$ cat src/rtl/alu_iterative_mul_if.sv
// Operand and control bundle between ID/EX and the EX-stage ALU, and the
// result, zero flag and stall request it returns.
interface alu_iterative_mul_if #(
    parameter int unsigned WIDTH = 32
);
    logic             valid_i;
    logic [2:0]       ALUCtrl_i;
    logic [WIDTH-1:0] data1_i;
    logic [WIDTH-1:0] data2_i;
    logic [WIDTH-1:0] result_o;
    logic             zero_o;
    logic             stall_o;

    modport master (
        output valid_i, ALUCtrl_i, data1_i, data2_i,
        input  result_o, zero_o, stall_o
    );

    modport slave (
        input  valid_i, ALUCtrl_i, data1_i, data2_i,
        output result_o, zero_o, stall_o
    );
endinterface

$ cat src/rtl/alu_iterative_mul.sv
// EX-stage ALU: seven single-cycle ops plus a shift-add multiplier that
// holds the pipeline through a stall request until the product is ready.
module alu_iterative_mul #(
    parameter int unsigned WIDTH = 32
) (
    input  logic                 clk_i,
    input  logic                 rst_i,
    alu_iterative_mul_if.slave   bus
);
    localparam int unsigned CW = $clog2(WIDTH) + 1;

    typedef enum logic [1:0] {
        IDLE,
        BUSY,
        DONE
    } state_e;

    state_e           state_q, state_d;
    logic [WIDTH-1:0] acc_q, acc_d;
    logic [WIDTH-1:0] mcand_q, mcand_d;
    logic [WIDTH-1:0] mplier_q, mplier_d;
    logic [CW-1:0]    cnt_q, cnt_d;

    logic [WIDTH-1:0] comb_res;
    logic [WIDTH-1:0] result;
    logic             stall;
    logic [4:0]       shamt;

    assign shamt = bus.data2_i[4:0];

    always_comb begin
        comb_res = '0;
        case (bus.ALUCtrl_i)
            3'b000:  comb_res = bus.data1_i & bus.data2_i;
            3'b001:  comb_res = bus.data1_i ^ bus.data2_i;
            3'b010:  comb_res = bus.data1_i << shamt;
            3'b011:  comb_res = bus.data1_i + bus.data2_i;
            3'b100:  comb_res = bus.data1_i - bus.data2_i;
            3'b101:  comb_res = '0;
            3'b110:  comb_res = bus.data1_i + bus.data2_i;
            3'b111:  comb_res = WIDTH'($signed(bus.data1_i) >>> shamt);
            default: comb_res = '0;
        endcase
    end

    always_comb begin
        state_d  = state_q;
        acc_d    = acc_q;
        mcand_d  = mcand_q;
        mplier_d = mplier_q;
        cnt_d    = cnt_q;
        result   = comb_res;
        stall    = 1'b0;

        case (state_q)
            IDLE: begin
                if (bus.valid_i && bus.ALUCtrl_i == 3'b101) begin
                    stall    = 1'b1;
                    result   = '0;
                    acc_d    = '0;
                    mcand_d  = bus.data1_i;
                    mplier_d = bus.data2_i;
                    cnt_d    = '0;
                    state_d  = BUSY;
                end
            end
            BUSY: begin
                stall    = 1'b1;
                result   = '0;
                if (mplier_q[0]) acc_d = acc_q + mcand_q;
                mcand_d  = mcand_q << 1;
                mplier_d = mplier_q >> 1;
                cnt_d    = cnt_q + CW'(1);
                if (cnt_q == CW'(WIDTH - 1)) state_d = DONE;
            end
            DONE: begin
                // The mul leaves ID/EX on this edge, so never restart from here.
                result  = acc_q;
                state_d = IDLE;
            end
            default: state_d = IDLE;
        endcase

        if (!rst_i) begin
            stall  = 1'b0;
            result = '0;
        end
    end

    always_ff @(posedge clk_i) begin
        if (!rst_i) begin
            state_q  <= IDLE;
            acc_q    <= '0;
            mcand_q  <= '0;
            mplier_q <= '0;
            cnt_q    <= '0;
        end else begin
            state_q  <= state_d;
            acc_q    <= acc_d;
            mcand_q  <= mcand_d;
            mplier_q <= mplier_d;
            cnt_q    <= cnt_d;
        end
    end

    assign bus.result_o = result;
    assign bus.zero_o   = (result == '0);
    assign bus.stall_o  = stall;
endmodule

$ cat src/flat_wrapper.sv
// flat-port wrapper written by rule: the top's interface ports become plain ports
module alu_iterative_mul_flat 
#(
    parameter int unsigned WIDTH = 32
)
  (clk_i, rst_i, bus_valid_i, bus_ALUCtrl_i, bus_data1_i, bus_data2_i, bus_result_o, bus_zero_o, bus_stall_o);
  alu_iterative_mul_if #(.WIDTH(WIDTH)) bus_i ();
  input  logic clk_i;
  input  logic rst_i;
  input wire logic [$bits(bus_i.valid_i)-1:0] bus_valid_i;
  input wire logic [$bits(bus_i.ALUCtrl_i)-1:0] bus_ALUCtrl_i;
  input wire logic [$bits(bus_i.data1_i)-1:0] bus_data1_i;
  input wire logic [$bits(bus_i.data2_i)-1:0] bus_data2_i;
  output wire logic [$bits(bus_i.result_o)-1:0] bus_result_o;
  output wire logic [$bits(bus_i.zero_o)-1:0] bus_zero_o;
  output wire logic [$bits(bus_i.stall_o)-1:0] bus_stall_o;
  assign bus_i.valid_i = bus_valid_i;
  assign bus_i.ALUCtrl_i = bus_ALUCtrl_i;
  assign bus_i.data1_i = bus_data1_i;
  assign bus_i.data2_i = bus_data2_i;
  assign bus_result_o = bus_i.result_o;
  assign bus_zero_o = bus_i.zero_o;
  assign bus_stall_o = bus_i.stall_o;
  alu_iterative_mul #(.WIDTH(WIDTH)) u_core (.clk_i(clk_i), .rst_i(rst_i), .bus(bus_i));
endmodule
$ cat config.mk
export PLATFORM = sky130hd
export DESIGN_NAME = alu_iterative_mul_flat
export DESIGN_NICKNAME = d
export VERILOG_FILES = /design/src/rtl/alu_iterative_mul_if.sv /design/src/rtl/alu_iterative_mul.sv /design/src/flat_wrapper.sv
export SDC_FILE = /design/constraint.sdc
export NUM_CORES = 1
export LEC_CHECK = 0
export ABC_AREA = 0
export ABC_CLOCK_PERIOD_IN_PS = 7550
export BUFFER_PORTS_ARGS = -buffer_cell sky130_fd_sc_hd__buf_2
export CAP_MARGIN = 20
export CORE_MARGIN = 8
export CORE_UTILIZATION = 55
export CTS_CLUSTER_DIAMETER = 120
export DETAILED_ROUTE_END_ITERATION = 12
export PLACE_DENSITY = 0.86
export SLEW_MARGIN = 20
export SYNTH_ARGS = -nofsm -noshare
export SYNTH_HDL_FRONTEND = slang
export SYNTH_SLANG_ARGS = --single-unit
$ cat constraint.sdc
create_clock -name clk_i -period 7.55 [get_ports clk_i]
set_input_delay 0.3775 -clock clk_i [delete_from_list [all_inputs] [get_ports clk_i]]
set_output_delay 0.3775 -clock clk_i [all_outputs]
set_load 0.02 [all_outputs]
==> results of run 1 <==
per-stage QoR:
stage / utilization [%] / hold slack [ns]
4_1_cts: 58.6 / 0.335
5_1_grt: 58.6 / 0.339
6_report: 58.6 / 0.338
3_3_place_gp: 57.3 / 0.460
2_1_floorplan: - / 0.451
3_5_place_dp: 57.4 / 0.469
power by group through the flow:
stage               logic (mW)  clock network (mW)  registers, mW
floorplan                0.662                   0          0.595
global placement         0.978                   0          0.599
detailed placement       0.981                   0          0.600
CTS                      0.987               0.507          0.587
global route              1.09               0.527          0.591
finish                    1.04               0.509          0.588
kinds of logic (layout without fill, tap and decap cells):
kind of cell    count (synthesis)  in the layout  synth area share [%]
compound gates                560            560                  27.3
xor+xnor                       73             73                  4.45
fa+ha+maj                     106            106                  9.34
buf+inv                       187            178                  5.66
flops                         104            104                  14.5
mux                           147            147                  16.6
other cells                     0              1                     0
simple gates                  704            704                  22.2
worst max-delay path by stage:
stage and endpoint:
2_1_floorplan bus_zero_o, 3_3_place_gp bus_zero_o, 3_5_place_dp bus_zero_o, 4_1_cts bus_zero_o, 5_1_grt bus_zero_o, 6_report bus_zero_o
metal layers:
metal  vias up  GRT usage, %  share of wire, %
met1      7847          54.5                37
met3       308          13.4                15
met4         0          25.4               7.4
li1       7063             -                 -
met2      1353          60.0                41
met5         -             0                 0
synthesized netlist by cell type, drive strengths merged, types with 25 or more instances:
master | instances | area share (%)
nand2 | 260 | 6.8
inv | 32 | 0.84
nor3 | 39 | 1.5
mux2i | 50 | 3.5
xor2 | 25 | 1.5
ha | 104 | 9.1
buf | 44 | 1.9
o21ai | 126 | 4.4
mux4 | 67 | 11
nor2 | 226 | 5.9
clkbuf | 111 | 2.9
a21oi | 94 | 3.3
a22oi | 39 | 2.0
a311oi | 67 | 4.1
nand2b | 25 | 1.1
mux2 | 30 | 2.4
nand3 | 32 | 1.1
dfxtp | 104 | 14
xnor2 | 48 | 2.9
state kept, by name, summed over array words and instances, names as in the netlist:
| name | cells |
|---|---|
| u_core.acc_q | 32 |
| u_core.cnt_q | 6 |
| u_core.mcand_q | 32 |
| u_core.mplier_q | 32 |
| u_core.state_q | 2 |
worst register-to-register path: stages, from the launching register on:
cell,delay (ns)
dfxtp_1,0.44
ha_1,0.32
fa_1,0.45
a211oi_1,0.28
o21bai_1,0.11
a21oi_1,0.49
o31ai_1,0.18
o32a_1,0.41
a221oi_1,0.51
o21ai_1,0.19
o41ai_1,0.46
o21ai_0,0.23
xnor2_1,0.23
o21ai_1,0.08
final cells by class:
cell class                 count  area (um^2)
timing repair buffer         130          719
inverter                      32          121
fill                        2469        10700
multi-input combinational   1590        11500
antenna                        1         2.50
tap                          335          419
sequential                   104         2080
clock buffer                   9          225
clock inverter                 7         80.1
==> metrics.cfg, run 1 <==
[status]
status = completed

[pwr]
powerDensity_nw_per_um2 = 141
pwr-share-clk_pct = 23.8
internal_power_mw = 1.17
combPwrFrac_pct = 48.6
p_sw_share_pct = 45.2
peakVddDrop_uv = 130
p_seq_share_pct = 27.6
p_sw_mw = 0.965
power_mw = 2.13
leakagePower_nw = 6.10

[floorplan]
fp.dieW_um = 178
core_um2 = 25800
row_count = 59
start_util_pct = 55.6
fp.dieH_um = 178
top_level_ports = 104
die_area_um2 = 31500

[synth]
async_reset_ff_share_pct = 0
syn-num-nets = 2057
postSynthCellCount = 1881
synth.yosys.warnings = 0
synth.yosys.seq_area_share_pct = 14.5
synth_edf_count = 0
ys_seq_elements = 104
syn_area_per_cell_um2 = 7.63
synth.distinct_cells = 96
ys.flop_type = dfxtp_1
syn_area_um2 = 14400

[timing]
fmax_ghz = 0.157
hold_violations = 0
fin_skew_ns = 0.0158
finalSetupTns_ns = 0
setup_violations = 0
relSlewSlack_pct = 18.8
period_needed_ns = 6.35
tightest_slew_ns = 1.20
fin_ws_ns = 1.20
slew_violations = 0
fin_crit_sh_pct = 84.2
rsz0062_at_grt = no

[grt]
grt_pass1_wl_mm = 100
antenna_found_initial = 1
grt.overflow.total = 0
grt_pass1_vias = 15300
track_usage_pct = 42.1
grt_max_degree = 81

[worst_setup_path]
crit_start = bus_data2_i[4]
cp_slowest_cell = or4_1
worst_r2r_endpoint = u_core.acc_q[30]$_SDFFE_PN0P_
slowest_delay_ns = 0.53
path_buf_inv = 2
reg2reg_from = u_core.mcand_q[0]$_SDFFE_PN0P_
cp.arrival_ns = 5.98
rr_worst_depth = 13
crit_family = simple AND/OR/NAND/NOR gates
worstSetupPathDepth = 21
crit_top_cell = o21ai_0
cp-start-kind = primary input
critPathMaxFanout = 32
path_cells = buf_2 -> nor3_4 -> nor4b_2 -> nand3b_1 -> o41ai_1 -> nand2_1 -> or4_1 -> o21ai_0 -> xnor2_1 -> ha_1 -> nand2_1 -> o21ai_0 -> nor2_1 -> o21ai_0 -> o21ai_0 -> a31o_2 -> or3_1 -> nor4_1 -> nand2_1 -> nor3_2 -> buf_2
crit_type = in2out
end_kind = output port
cp.required_ns = 7.17
rrSetupSlack_ns = 3.07

[place]
globalplace.congestion = 1.11
placedInstanceArea_um2 = 14800
dp.cells = 2191
hpwl_mm = 49.5
io_buffers = 103
pre_cts_ws_ns = 1.43

[clock_network]
cts_buffer_depth = 2
root_buffer = clkbuf_16
cts.sinks = 104
cts-hold-fix-buffers = 0
clk_pin_slew_ns = 0.09
postCtsSetupBuffers = 0
htreeDepth = 3
ctsResizeCount = 0
tritoncts = built
cts_buffers = 9
clk_latency_ns = 0.38

[layout]
layout.cells.most_common = nand2_1
area_delta_synth_final_pct = 5.42
stdcell_count = 2208
finish.instance_area_um2 = 15100
drive_above_1_share_pct = 14.5
layout_common_cells = 260 x nand2_1, 223 x nor2_1, 117 x o21ai_0, 104 x ha_1, 104 x dfxtp_1
num-nets-final = 2043

[detailed_routing]
drt-wirelength-per-cell_um = 30.8
drc = 0
ant_nets = 0
totalWireLength_mm = 68.1
drt_iter0_markers = 2620
viasPerCell = 7.50
via_count = 16600
first_pass_iters = 6

[worst_hold_path]
min-delay-start = bus_data2_i[5]
hold_path.class = in2reg
holdPathEnd = u_core.mplier_q[5]$_SDFFE_PN0P_
min_delay_path_depth = 3

[job]
max_cap_violations = 0

(Power assumes the default switching activity.)
==> run 2: changes to the inputs <==
Settings changed: ABC_AREA 0 to 1, ABC_CLOCK_PERIOD_IN_PS 7550 to 5400, PLACE_DENSITY 0.86 to 0.89.
Clock period 7.55 ns to 5.4 ns, I/O delays scaled along.
==> run 2 against run 1 <==
  * Clock-buffer cell count did not move
  * Clock skew down 0.0026 ns
  * Non-clock buffer count up 4
  * Sequential share of layout area is 0.18 points higher
  * Synthesized cell count is 37% higher
  * Routed wire length down 5.6%
  * Cell count grew 33%
  * Setup slack got worse by 0.77 ns
  * Utilization is 0.92 points higher
  * Combinational power rose by 40%
  * Critical endpoint unchanged
==> metrics.cfg, run 2 <==
[grt]
grt.overflow.total = 0  ; unchanged
grt_max_degree = 81  ; unchanged
grt_pass1_vias = 16700  ; +9.2%
track_usage_pct = 39.8  ; -2.2 points
antenna_found_initial = 0  ; -1
grt_pass1_wl_mm = 95.7  ; -4.2%

[layout]
layout.cells.most_common = nand2_1
reg_top3 = u_core.acc_q: 32 flops, u_core.mcand_q: 32 flops, u_core.mplier_q: 32 flops
n_fill_cell = 2552  ; +3.4%
num-nets-final = 2774  ; +36%
layout_common_cells = 916 x nand2_1, 353 x nand3_1, 235 x nor2_1, 178 x inv_1, 151 x o21ai_0
drive_above_1_share_pct = 7.30  ; -7.2 points
area_delta_synth_final_pct = 6.36

[detailed_routing]
totalWireLength_mm = 64.3  ; -5.6%
top_layer = met4
first_pass_iters = 6  ; unchanged
drc = 0  ; unchanged
wl_met1_mm = 25.1  ; -1.3%
viasPerCell = 6.29  ; -16%
met3_length_mm = 7.87  ; -21%
via_count = 18500  ; +11%
drt-wirelength-per-cell_um = 21.9  ; -29%
ant_nets = 0  ; unchanged
drt_iter0_markers = 2562  ; -2.2%
routed-wl-met2_mm = 26.7  ; -3.5%

[pwr]
leakagePower_nw = 7.69  ; +26%
power_mw = 2.94  ; +38%
powerDensity_nw_per_um2 = 197  ; +40%
peakVddDrop_uv = 158  ; +21%

[clock_network]
cts_buffers = 9  ; unchanged
root_buffer = clkbuf_16
cts_buffer_depth = 2  ; unchanged
postCtsSetupBuffers = 0  ; unchanged
cts-hold-fix-buffers = 0  ; unchanged
clk_latency_ns = 0.36  ; -0.02 ns
ctsResizeCount = 0  ; unchanged
tritoncts = built
htreeDepth = 3  ; unchanged
clk_pin_slew_ns = 0.08  ; about the same
cts.sinks = 104  ; unchanged

[worst_setup_path]
critPathMaxFanout = 5  ; -84%
crit_top_cell = nand2_1
cp_slowest_cell = ha_1
cp.arrival_ns = 4.71  ; -1.27 ns
cp.required_ns = 5.13  ; -2.04 ns
cp-start-kind = primary input
end_kind = output port
crit_type = in2out
slowest_delay_ns = 0.38  ; -0.15 ns

[place]
io_buffers = 103  ; unchanged
globalplace.congestion = 1.09  ; -2.1%
hpwl_mm = 50.6  ; +2.2%

[floorplan]
fp.dieW_um = 176  ; -0.99%
core_um2 = 25100  ; -2.8%
fp.dieH_um = 176  ; -0.99%
top_level_ports = 104  ; unchanged
start_util_pct = 55.9  ; +0.37 points
die_area_um2 = 30900  ; -2.0%
row_count = 58  ; -1.7%

[timing]
tightest_slew_ns = 1.17  ; -0.0315 ns
slew_violations = 0  ; unchanged
setup_violations = 0  ; unchanged
fmax_ghz = 0.201
rsz0062_at_grt = no
hold_violations = 0  ; unchanged
relSlewSlack_pct = 21.9  ; +3.1 points
finalSetupTns_ns = 0  ; unchanged
fin_skew_ns = 0.0132  ; -0.00262 ns
fin_crit_sh_pct = 92.2
period_needed_ns = 4.98

[synth]
synth.distinct_cells = 50  ; -48%
async_reset_ff_share_pct = 0  ; unchanged
ys.flop_type = dfxtp_1
synth.largest_area_cell = nand2_1
synth.yosys.seq_area_share_pct = 14.8  ; +0.32 points
syn_area_um2 = 14000  ; -2.2%
yosysMostFrequentCell = nand2_1
syn-num-nets = 2752  ; +34%
ys_seq_elements = 104  ; unchanged
synth.yosys.warnings = 0  ; unchanged
syn_area_per_cell_um2 = 5.45  ; -29%
synth_edf_count = 0  ; unchanged
synth.area.top_cells = nand2_1 24%, dfxtp_1 15%, nand3_1 13%
postSynthCellCount = 2576  ; +37%
synth_common_cells = 916 x nand2_1, 353 x nand3_1, 238 x nor2_1, 180 x inv_1, 151 x o21ai_0
synth_top_area_share_pct = 24.5  ; +10 points

[worst_hold_path]
hold_path.class = in2reg

[job]
max_cap_violations = 0  ; unchanged

[status]
status = completed

-- run 2: changes by cell type in the layout (fill, tap and decap cells not counted), moves of 55 or more --
cell / change
mux4_2: -60
inv_1: +149
nand2_1: +656
a311oi_1: -66
a21oi_1: +55
nand3_1: +321
-- run 2: per-stage QoR --
stage | hold WS [ns] | setup WS, ns | instance area (um^2) | std cells | util, %
after detailed placement | 0.467 | 0.559 | 14700 | 2917 | 58.3
final | 0.247 | 0.421 | 14900 | 2934 | 59.5
after global routing | 0.256 | 0.208 | 14900 | 2933 | 59.5
after CTS | 0.234 | 0.552 | 14900 | 2933 | 59.5
after floorplan | 0.417 | 1.15 | 14000 | 2576 | -
after global placement | 0.462 | 0.542 | 14700 | 2917 | 58.3
-- run 2: cell families after synthesis --
| logic type | count (synthesis) | synth area share, % |
|---|---|---|
| xor+xnor | 37 | 2.31 |
| fa+ha+maj | 106 | 9.55 |
| simple gates | 1584 | 47.2 |
| buf+inv | 314 | 9.18 |
| flops | 104 | 14.8 |
| compound gates | 431 | 17.0 |
-- run 2: routing by layer --
metal / up-vias / GRT usage, %
met5: - / 0
met4: 0 / 23.1
met3: 297 / 10.0
met2: 1278 / 61.0
met1: 8324 / 49.9
li1: 8569 / -
-- run 2: final timing paths --
check	startpoint	cells after the start	slack, ns	endpoint
worst min register to register	u_core.mplier_q[31]$_SDFFE_PN0P_	2	0.48	u_core.mplier_q[31]$_SDFFE_PN0P_
worst min-delay path	bus_data2_i[29]	3	0.25	u_core.mplier_q[29]$_SDFFE_PN0P_
worst max register to register	u_core.state_q[0]$_SDFFE_PN0P_	9	1.90	u_core.acc_q[11]$_SDFFE_PN0P_
worst max-delay path	bus_data2_i[1]	32	0.42	bus_zero_o
-- run 2: layout make-up --
type	count	area (um^2)	share of cell area (%)
diodes	1	2.50	0.0167
clock buffers	9	225	1.51
repair buffers	134	748	5.01
inverters	191	721	4.82
multi-input cells	2158	10700	71.5
clock inverters	7	61.3	0.410
well taps	330	413	2.76
flip-flops and latches	104	2080	13.9
-- run 2: report_power, final --
group | internal (mW) | switching (mW)
clock network | 0.324 | 0.339
logic | 0.416 | 1.04
registers | 0.798 | 0.0253
-- run 2: critical path: cells and delay by family --
kind                     cells  cell delay, ns
AO/OA/AOI/OAI                2            0.30
buffers and inverters        3            0.41
XOR/XNOR                     1            0.08
AND/OR/NAND/NOR             24            3.10
adder cells (fa/ha/maj)      2            0.56
